### src/rtl/fetch_queue.sv
`default_nettype none
// ============================================================================
//  Module   : fetch_queue
//  Summary  : Sequential instruction prefetcher with a DEPTH-entry {pc, instr}
//             FIFO towards decode; a redirect flushes queued and in-flight work.
//  Revision : 1.0  initial release
// ============================================================================
module fetch_queue #(
  parameter int          DEPTH    = 4,
  parameter logic [31:0] RESET_PC = 32'h01000000
) (
  input  logic                     clock,
  input  logic                     reset,
  input  logic                     flush,
  input  logic [31:0]              redirect_pc,
  output logic [31:0]              imem_address,
  output logic                     imem_enable,
  input  logic [31:0]              imem_data,
  input  logic                     d_ready,
  output logic                     d_valid,
  output logic [31:0]              d_pc,
  output logic [31:0]              d_instruction,
  output logic [$clog2(DEPTH):0]   count
);

  localparam int c_ptr_w = $clog2(DEPTH);
  localparam int c_cnt_w = c_ptr_w + 1;

  localparam logic [31:0]        c_nop     = 32'h00000013;
  localparam logic [c_ptr_w-1:0] c_ptr_one = c_ptr_w'(1);
  localparam logic [c_cnt_w-1:0] c_cnt_one = c_cnt_w'(1);
  localparam logic [c_cnt_w:0]   c_depth   = (c_cnt_w + 1)'(DEPTH);

  logic [31:0]        r_fetch_pc;
  logic [31:0]        r_pending_pc;
  logic               r_pending;
  logic [c_ptr_w-1:0] r_wr_ptr;
  logic [c_ptr_w-1:0] r_rd_ptr;
  logic [c_cnt_w-1:0] r_count;
  logic [31:0]        r_pc_mem    [DEPTH];
  logic [31:0]        r_instr_mem [DEPTH];

  logic [c_cnt_w:0]   w_occupancy;
  logic               w_issue;
  logic               w_push;
  logic               w_pop;
  logic               w_empty;

  // The in-flight fetch reserves a slot so its response always finds room.
  assign w_occupancy = {1'b0, r_count} + {{c_cnt_w{1'b0}}, r_pending};
  assign w_issue     = !reset && !flush && (w_occupancy < c_depth);
  assign w_empty     = (r_count == '0);
  assign w_push      = r_pending && !flush && !reset;
  assign w_pop       = d_valid && d_ready;

  assign imem_enable   = w_issue;
  assign imem_address  = r_fetch_pc;
  assign d_valid       = !w_empty && !flush && !reset;
  assign d_pc          = (w_empty || reset) ? 32'h0 : r_pc_mem[r_rd_ptr];
  assign d_instruction = (w_empty || reset) ? c_nop : r_instr_mem[r_rd_ptr];
  assign count         = reset ? '0 : r_count;

  always_ff @(posedge clock) begin
    if (reset) begin
      r_fetch_pc   <= RESET_PC;
      r_pending    <= 1'b0;
      r_pending_pc <= 32'h0;
    end else if (flush) begin
      r_fetch_pc   <= redirect_pc;
      r_pending    <= 1'b0;
    end else begin
      r_pending <= w_issue;
      if (w_issue) begin
        r_fetch_pc   <= r_fetch_pc + 32'd4;
        r_pending_pc <= r_fetch_pc;
      end
    end
  end

  always_ff @(posedge clock) begin
    if (reset || flush) begin
      r_wr_ptr <= '0;
      r_rd_ptr <= '0;
      r_count  <= '0;
    end else begin
      if (w_push) begin
        r_wr_ptr <= r_wr_ptr + c_ptr_one;
      end
      if (w_pop) begin
        r_rd_ptr <= r_rd_ptr + c_ptr_one;
      end
      case ({w_push, w_pop})
        2'b10:   r_count <= r_count + c_cnt_one;
        2'b01:   r_count <= r_count - c_cnt_one;
        default: r_count <= r_count;
      endcase
    end
  end

  // Storage needs no reset: entries are only observable once counted valid.
  always_ff @(posedge clock) begin
    if (w_push) begin
      r_pc_mem[r_wr_ptr]    <= r_pending_pc;
      r_instr_mem[r_wr_ptr] <= imem_data;
    end
  end

endmodule
`default_nettype wire
### config.mk
export PLATFORM = sky130hd
export DESIGN_NAME = fetch_queue
export DESIGN_NICKNAME = d
export VERILOG_FILES = /design/src/rtl/fetch_queue.sv
export SDC_FILE = /design/constraint.sdc
export NUM_CORES = 1
export LEC_CHECK = 0
export BUFFER_PORTS_ARGS = -buffer_cell sky130_fd_sc_hd__buf_2
export CORE_MARGIN = 1
export CORE_UTILIZATION = 62
export CTS_CLUSTER_SIZE = 16
export DETAILED_ROUTE_END_ITERATION = 10
export GPL_TIMING_DRIVEN = 0
export PLACE_DENSITY = 0.83
export SLEW_MARGIN = 20
export SYNTH_ARGS = -nofsm -noshare
export SYNTH_HDL_FRONTEND = slang
export SYNTH_SLANG_ARGS = --single-unit
### constraint.sdc
create_clock -name clock -period 6.73 [get_ports clock]
set_input_delay 0.673 -clock clock [delete_from_list [all_inputs] [get_ports clock]]
set_output_delay 0.673 -clock clock [all_outputs]
set_load 0.02 [all_outputs]
==> impl_metrics.yaml <==
status:
  status: "finished, final reports clean"
grt:
  grt_busiest_layer: "met2"
  grt_usage_pct: 28.3
  grt_max_degree: 38
  use_met2_pct: 46.4
  gr-total-overflow: 0
  grt_util_met3_pct: 5.83
  first_global_vias: 8281
  antenna_found_initial: 0
  grt_pass1_wl_mm: 46.3
  grtUsageMet1_pct: 38.1
critical_path:
  path_buf_inv: 3
  path_cells: "nor2b_1, nor3_1, clkbuf_1, clkbuf_1, nor2b_1, buf_2"
  critPathArrivalTime_ns: 3.31
  cp-end-kind: "primary output"
  cp_slowest_cell: "clkbuf_1"
  setup.worst_path.start_class: "flop"
  required_ns: 6.06
  max_stage_delay_ns: 0.66
  path_class: "flop to primary output"
  cp_max_fo: 10
  cp_top_family: "buffers and inverters"
route:
  ant_nets: 0
  dr_total_vias: 8512
  post_drt_wl_per_cell_um: 22.1
  dr.first_iter.drc_count: 861
  drt_wl_total_mm: 30.3
  viasPerCell: 6.23
  remaining_drc_errors: 0
  dr.pass1.iters: 7
yosys:
  synth_common_cells: "edfxtp_1 (256), nand2_1 (94), dfxtp_1 (74)"
  yosysTopAreaCellShare_pct: 58.2
  synth_flop_cell: "edfxtp_1"
  synthTopCellsByArea: "edfxtp_1 (58%), dfxtp_1 (11%), mux4_2 (11%), nor2b_1 (3.0%), nand2_1 (2.7%)"
  synth.avg_cell_area_um2: 15.4
  syn_nets: 934
  ys_seq_area_share_pct: 69.5
  syn_area_um2: 13200
  yosysMostFrequentCell: "edfxtp_1"
  synth_top_area_cell: "edfxtp_1"
  synth_edf_count: 256
  async_flop_share_pct: 0
  synth_cells: 859
  yosysWarningCount: 0
  yosysUniqueCellTypes: 51
  ys_ff_latch: 330
die:
  core_area_um2: 21000
  initial_core_util_pct: 63.0
  die_h_um: 148
  dieWidth_um: 148
  dieArea_um2: 21900
  io_pins: 169
  placementRows: 53
clocking:
  clockBufferDepth: 3
  cts_resized: 0
  cts_hold_repair.buffers: 0
  cts-htree-levels: 2
  path_clk_slew_ns: 0.06
  cts_made_buffers: 34
  cts_sinks: 330
  clk_latency_ns: 0.51
  clockRootBuffer: "clkbuf_16"
  cts_tree: "built"
  postCtsSetupBuffers: 0
timing:
  report.final.slew_viol_count: 0
  hold_viol: 0
  worst_slew_pin_slew_ns: 0.943
  fin_tns_setup_ns: 0
  rsz0062_at_grt: "false"
  finalCritPeriodShare_pct: 59.2
  slew_headroom_pct: 36.6
  max_freq_ghz: 0.251
  period_minus_slack_ns: 3.98
  finalSetupViolCount: 0
  finClkSkew_ns: 0.0164
placement:
  hpwlAfterDp_mm: 19.0
  port_buffers: 168
  gp_congestion: 0.967
power:
  p_total_mw: 4.33
  irDropWorstVdd_uv: 195
  power_density_nw_per_um2: 277
  leakagePower_nw: 5.55
job:
  maxCapViolCount: 0
layout:
  nets: 1142
  num-fill-cells: 1255
  insertedDiodeCount: 0
  syn2layout_area_growth_pct: 18.5
  drive_gt1_share_pct: 28.7
min_path:
  hp-class: "input port to flop"
[final cells by class]
class / instances / area (um^2) / share of cell area [%]
Sequential cell: 330 / 9170 / 58.6
Multi-Input combinational cell: 463 / 3780 / 24.2
Clock buffer: 44 / 962 / 6.15
Timing Repair Buffer: 172 / 921 / 5.89
Tap cell: 275 / 344 / 2.20
Buffer: 52 / 216 / 1.38
Clock inverter: 17 / 191 / 1.22
Inverter: 14 / 52.6 / 0.336
[metal layers]
layer / vias to the layer above / share of wire, %
met1: 4129 / 38
li1: 3761 / -
met5: - / 0
met2: 533 / 49
met4: 0 / 3.1
met3: 89 / 10
[final timing paths]
check / slack, ns / to / from / depth (start not counted)
max: 2.75 / d_pc[30] / r_count[2]$_SDFFE_PP0P_ / 6
min: 0.39 / r_instr_mem[1][7]$_DFFE_PP_ / imem_data[7] / 1
max reg2reg: 4.10 / r_pending_pc[20]$_SDFFE_PP0P_ / r_pending$_SDFF_PP0_ / 7
min reg2reg: 0.48 / r_pending_pc[0]$_SDFFE_PP0P_ / imem_address[0]$_SDFFE_PP0P_ / 2
[flip-flops by register name (all words and copies together) (netlist names), named ones only]
register      cells
r_pending         1
r_instr_mem     128
imem_address     32
r_count           3
r_pending_pc     32
r_pc_mem        128
r_rd_ptr          2
r_wr_ptr          2
[power breakdown]
group | switching, mW | internal, mW
clock network | 0.751 | 1.17
logic | 0.104 | 0.0583
registers | 0.0354 | 2.21
total | 0.890 | 3.44
[logic make-up (layout without fill, tap and decap cells)]
kind of cell,after synthesis,in the layout,share of synthesized area (%)
fa+ha+maj,7,7,0.720
mux,69,69,11.3
flops,330,330,69.5
buf+inv,66,299,2.04
simple gates,274,274,11.0
xor+xnor,4,4,0.265
compound gates,109,109,5.24
[worst reg2reg max path: cells and delay by family (launching register included)]
family	cells	cell delay, ns
AOI/OAI and AO/OA	1	0.18
buffers and inverters	3	1.27
DFF	1	0.31
and+or+nand+nor	3	0.79
[cell usage in the layout, fill, tap and decap left out, drive strengths merged, types with 3 or more instances in the layout]
cell,count
a21oi,46
a31oi,17
and2,10
and3,11
and4,4
buf,185
bufinv,4
clkbuf,83
clkinv,10
clkinvlp,3
dfxtp,74
edfxtp,256
ha,6
inv,14
mux2i,4
mux4,64
nand2,94
nand3,13
nand4,15
nor2,20
nor2b,64
nor3,10
nor4,6
o211ai,10
o21ai,8
o221ai,8
o311ai,5
or2,3
or3,10
or4,12
[per-stage QoR]
stage	worst slack, ns	hold WS (ns)	util, %	area [um^2]	std cells
2_1_floorplan	3.64	0.459	-	13200	859
3_3_place_gp	2.19	0.463	68.6	14400	1302
3_5_place_dp	3.05	0.465	69.1	14500	1306
4_1_cts	2.80	0.363	74.6	15600	1367
5_1_grt	2.66	0.367	74.6	15600	1367
6_report	2.75	0.386	74.6	15600	1367
Power figures use the tool's default switching activity.
